$ cat src/rtl/vga_pkg.sv
// Shared VGA framebuffer constants and coordinate/address types.
package vga_pkg;
  localparam int H_RES_DEF   = 640;
  localparam int V_RES_DEF   = 480;
  localparam int COORD_W_DEF = 10;
  localparam int ADDR_W_DEF  = 32;

  typedef logic [COORD_W_DEF-1:0] coord_t;
  typedef logic [ADDR_W_DEF-1:0]  addr_t;
endpackage

$ cat src/rtl/vga_row_mult.sv
// Row start in pixels, y * H_RES, truncated to ADDR_W bits.
// Purely combinational. No handshake of its own.
module vga_row_mult #(
  parameter int COORD_W = 10,
  parameter int ADDR_W  = 32,
  parameter int H_RES   = 640
) (
  input  logic [COORD_W-1:0] y,
  output logic [ADDR_W-1:0]  row
);
  // H_RES is a constant, so synthesis reduces this to a few shift-adds.
  assign row = ADDR_W'(y) * ADDR_W'(H_RES);
endmodule

$ cat src/rtl/vga_gen_address.sv
// Pixel (x,y) to framebuffer byte address, 2 enabled edges of latency; en=0 freezes all state.
// GEN_ADDRESS_CLAMP_EN clamps x/y to the visible area before the address math (oob still uses raw inputs).
module vga_gen_address
  import vga_pkg::*;
#(
  parameter int H_RES     = H_RES_DEF,
  parameter int V_RES     = V_RES_DEF,
  parameter int COORD_W   = COORD_W_DEF,
  parameter int ADDR_W    = ADDR_W_DEF,
  parameter int PIX_SHIFT = 2
) (
  input  logic               clk,
  input  logic               rst,
  input  logic               en,
  input  logic [COORD_W-1:0] x,
  input  logic [COORD_W-1:0] y,
  input  logic [ADDR_W-1:0]  offset,
  output logic [ADDR_W-1:0]  addr,
  output logic               addr_valid,
  output logic               oob
);
  logic               x_oob, y_oob;
  logic [COORD_W-1:0] x_use, y_use;
  logic [ADDR_W-1:0]  row;

  logic [ADDR_W-1:0]  row_q, row_d;
  logic [COORD_W-1:0] x_q, x_d;
  logic [ADDR_W-1:0]  off_q, off_d;
  logic               vld1_q, vld1_d;
  logic               oob1_q, oob1_d;
  logic [ADDR_W-1:0]  addr_q, addr_d;
  logic               addr_valid_q, addr_valid_d;
  logic               oob_q, oob_d;

  assign x_oob = ADDR_W'(x) >= ADDR_W'(H_RES);
  assign y_oob = ADDR_W'(y) >= ADDR_W'(V_RES);

`ifdef GEN_ADDRESS_CLAMP_EN
  assign x_use = x_oob ? COORD_W'(H_RES - 1) : x;
  assign y_use = y_oob ? COORD_W'(V_RES - 1) : y;
`else
  assign x_use = x;
  assign y_use = y;
`endif

  vga_row_mult #(
    .COORD_W (COORD_W),
    .ADDR_W  (ADDR_W),
    .H_RES   (H_RES)
  ) u_row_mult (
    .y   (y_use),
    .row (row)
  );

  always_comb begin
    row_d        = row_q;
    x_d          = x_q;
    off_d        = off_q;
    vld1_d       = vld1_q;
    oob1_d       = oob1_q;
    addr_d       = addr_q;
    addr_valid_d = addr_valid_q;
    oob_d        = oob_q;
    if (en) begin
      row_d        = row;
      x_d          = x_use;
      off_d        = offset;
      vld1_d       = 1'b1;
      oob1_d       = x_oob | y_oob;
      // Out-of-range coordinates still get an address; only the flags differ.
      addr_d       = off_q + ((row_q + ADDR_W'(x_q)) << PIX_SHIFT);
      addr_valid_d = vld1_q & ~oob1_q;
      oob_d        = vld1_q & oob1_q;
    end
  end

  always_ff @(posedge clk) begin
    if (rst) begin
      row_q        <= '0;
      x_q          <= '0;
      off_q        <= '0;
      vld1_q       <= 1'b0;
      oob1_q       <= 1'b0;
      addr_q       <= '0;
      addr_valid_q <= 1'b0;
      oob_q        <= 1'b0;
    end else begin
      row_q        <= row_d;
      x_q          <= x_d;
      off_q        <= off_d;
      vld1_q       <= vld1_d;
      oob1_q       <= oob1_d;
      addr_q       <= addr_d;
      addr_valid_q <= addr_valid_d;
      oob_q        <= oob_d;
    end
  end

  assign addr       = addr_q;
  assign addr_valid = addr_valid_q;
  assign oob        = oob_q;
endmodule

$ cat config.mk
export PLATFORM = sky130hd
export DESIGN_NAME = vga_gen_address
export DESIGN_NICKNAME = d
export VERILOG_FILES = /design/src/rtl/vga_pkg.sv /design/src/rtl/vga_row_mult.sv /design/src/rtl/vga_gen_address.sv
export SDC_FILE = /design/constraint.sdc
export NUM_CORES = 1
export LEC_CHECK = 0
export CORE_MARGIN = 2
export CORE_UTILIZATION = 25
export CTS_CLUSTER_DIAMETER = 60
export CTS_CLUSTER_SIZE = 8
export DETAILED_ROUTE_END_ITERATION = 10
export SYNTH_ARGS = -nofsm -noshare
export SYNTH_HDL_FRONTEND = slang
export SYNTH_SLANG_ARGS = --single-unit
export TNS_END_PERCENT = 5
$ cat constraint.sdc
create_clock -name clk -period 4.1 [get_ports clk]
set_input_delay 0.41 -clock clk [delete_from_list [all_inputs] [get_ports clk]]
set_output_delay 0.41 -clock clk [all_outputs]
set_load 0.005 [all_outputs]
==> reports/results.ini <==
[yosys]
synthXorXnorAreaFrac_pct=5.50
synth_compound_gate_area_share_pct=16.5
ys_seq_area_share_pct=35.8
ys_warn_count=0
synthMuxAreaShare_pct=11.4
syn_inst=580
synth-async-reset-ratio_pct=0
ys_types=52
synth-simple-area-share_pct=16.3
syn_area_mm2=0.00509
synth_fp_nets=680
synth_fa_ha_area_share_pct=11.5
synth_top_family_by_area=compound AO/OA/AOI/OAI gates
synth_edf_count=0
avgSynthCellArea_um2=8.78
ys_ff_latch=91
yosys_most_used_dff=dfxtp_1

[timing]
fmax_ghz=0.273
fin_crit_sh_pct=89.3
layout_min_cycle_time_ns=3.66
grt_setup_unrepaired=false
tightest_slew_ns=0.766
clock_skew_ns=0.00824
slew_headroom_pct=48.9
finalHoldViolations=0
setup_viol_count_final=0
slew_viol_final=0
finalSetupTns_ns=0

[grt]
track_usage_pct=12.6
met2_usage_pct=20.9
grt_max_degree=50
grt_first_pass_wirelength_um=21200
antenna_found_initial=0
met3_usage_pct=4.63
grt_pass1_vias=4048
grt-busiest-layer=met2
use_met1_pct=15.3
gr-total-overflow=0

[floorplanning]
core_mm2=0.0201
die_y_um=147
initial_core_util_pct=25.3
rows=52
dieArea_mm2=0.0215
die_x_um=147
ios=89

[power_and_ir_drop]
power_density_mw_per_mm2=368
p_leak_nw=2.73
vdd_ir_drop_max_v=0.000197

[critical_path]
cp_data_arrival_time_ns=3.93
cp_max_fo=7
start_kind=register
worstPathRequired_ns=4.37
crit_type=reg2reg
end_kind=register

[cells_and_area]
drive_gt1_share_pct=3.93
fill_cells=2102
regArea_mm2=0.00182
final_cell_mix=nor2_1, dfxtp_1, clkdlybuf4s50_1
nets=758
final_common_cell=nor2_1
final_util_pct=32.7
synthToLayoutAreaGrowth_pct=29.2
diodes=0
multi_input_area_mm2=0.00312
design_area_mm2=0.00658

[clock_tree]
cts-root-buf=clkbuf_16
cts_tree=yes
post_cts_buffers=0
clk_pin_slew_ns=0.07
cts_buffers=9
worstSkewPairLatency_ns=0.35
hold_buffers=0
cts_buffer_depth=2
clock-sinks=91
cts_resized=0
cts_max_level=3

[placement]
place_hpwl_um=10100
place_area_mm2=0.00624
gp_congestion=0.834
io_buffers=88

[detailed_routing]
vias_per_cell=4.56
drc=0
first_iter_violations=189
wl_per_cell_um=14.3
ant_nets=0
vias=4252
dr.pass1.iters=4
wl_um=13300

[run]
maxCapViolations=0

[worst_hold_path]
holdCritPathClass=reg2reg

[outcome]
outcome=completed

-- worst max-delay path, stage by stage, from the launching register on --
cell and delay [ns]:
dfxtp_1 0.33, ha_1 0.17, inv_1 0.06, fa_1 0.40, nor2b_1 0.16, nor2_1 0.07, or3_1 0.39, xnor2_1 0.14
ha_1 0.40, nand3_1 0.10, nor2_1 0.23, nand2_1 0.13, o311a_4 0.43, or3_1 0.36, a311oi_2 0.22
-- area by class of cell --
type,count,area share [%]
well taps,270,5.14
repair buffers,92,13.7
flip-flops and latches,91,27.7
clock buffers,11,3.69
multi-input cells,449,47.4
clock inverters,4,1.50
inverters,15,0.856
-- metal layers --
layer,up-vias,routed length (um)
met3,4,959
met4,0,76
met1,1939,5880
met5,-,0
li1,2217,-
met2,92,6390
-- synthesized netlist by cell type, drive strengths merged (2+ instances only) --
| cell type | number | area, um^2 |
|---|---|---|
| a21boi | 2 | 15.0 |
| nand2 | 39 | 146 |
| inv | 14 | 52.6 |
| a211o | 2 | 18.8 |
| o21ai | 32 | 160 |
| a32o | 3 | 30.0 |
| nand3b | 2 | 15.0 |
| o31a | 3 | 26.3 |
| a21oi | 31 | 155 |
| fa | 3 | 60.1 |
| buf | 9 | 36.3 |
| and3 | 7 | 43.8 |
| a211oi | 11 | 82.6 |
| nor2 | 94 | 353 |
| nor2b | 3 | 18.8 |
| xnor2 | 18 | 158 |
| mux2i | 58 | 581 |
| a31oi | 4 | 40.0 |
| nand3 | 12 | 60.1 |
| o21bai | 4 | 30.0 |
| o21a | 2 | 15.0 |
| nand2b | 4 | 25.0 |
| o211ai | 6 | 45.0 |
| nand4 | 5 | 31.3 |
| nor3 | 9 | 45.0 |
| a22o | 2 | 17.5 |
| dfxtp | 91 | 1820 |
| or3 | 6 | 37.5 |
| and2 | 4 | 25.0 |
| a32oi | 2 | 17.5 |
| clkbuf | 16 | 60.1 |
| xor2 | 14 | 123 |
| a21o | 11 | 82.6 |
| ha | 42 | 526 |
| o31ai | 2 | 15.0 |
-- logic make-up (layout without fill, tap and decap cells) --
family | Yosys count | count (layout)
buffers and inverters | 40 | 122
and+or+nand+nor | 189 | 189
muxes | 58 | 58
AOI/OAI and AO/OA | 125 | 125
DFF | 91 | 91
adders and majority gates | 45 | 45
xor gates and xnor gates | 32 | 32
-- sequential cells by signal, summed over array words and instances (netlist names) --
signal / count
addr: 32
addr_valid: 1
off_q: 32
oob: 1
oob1_q: 1
row_q: 13
vld1_q: 1
x_q: 10
-- power by group --
part | switching (W) | leakage (nW) | internal [W] | total [W]
Sequential | 0.0000476 | 0.749 | 0.000947 | 0.000995
Clock | 0.000348 | 0.166 | 0.000610 | 0.000958
Combinational | 0.000231 | 1.82 | 0.000236 | 0.000467
-- per-stage QoR --
stage          worst slack [ns]  instances  hold WS [ns]  total power, W
2_1_floorplan             0.723        580         0.442         0.00130
4_1_cts                   0.457        932         0.449         0.00246
3_5_place_dp              0.471        917         0.440         0.00149
3_3_place_gp              0.526        917         0.435         0.00148
6_report                  0.437        932         0.446         0.00242
5_1_grt                   0.225        932         0.470         0.00254
-- final timing paths --
check,start,endpoint,slack [ns],cells past startpoint
worst min-delay path,addr[19]$_SDFFE_PP0P_,addr[19]$_SDFFE_PP0P_,0.45,2
worst max-delay path,row_q[7]$_SDFFE_PP0P_,addr[26]$_SDFFE_PP0P_,0.44,14
worst max register to register,row_q[7]$_SDFFE_PP0P_,addr[26]$_SDFFE_PP0P_,0.44,14
worst min register to register,addr[19]$_SDFFE_PP0P_,addr[19]$_SDFFE_PP0P_,0.45,2
(Power assumes the default switching activity.)
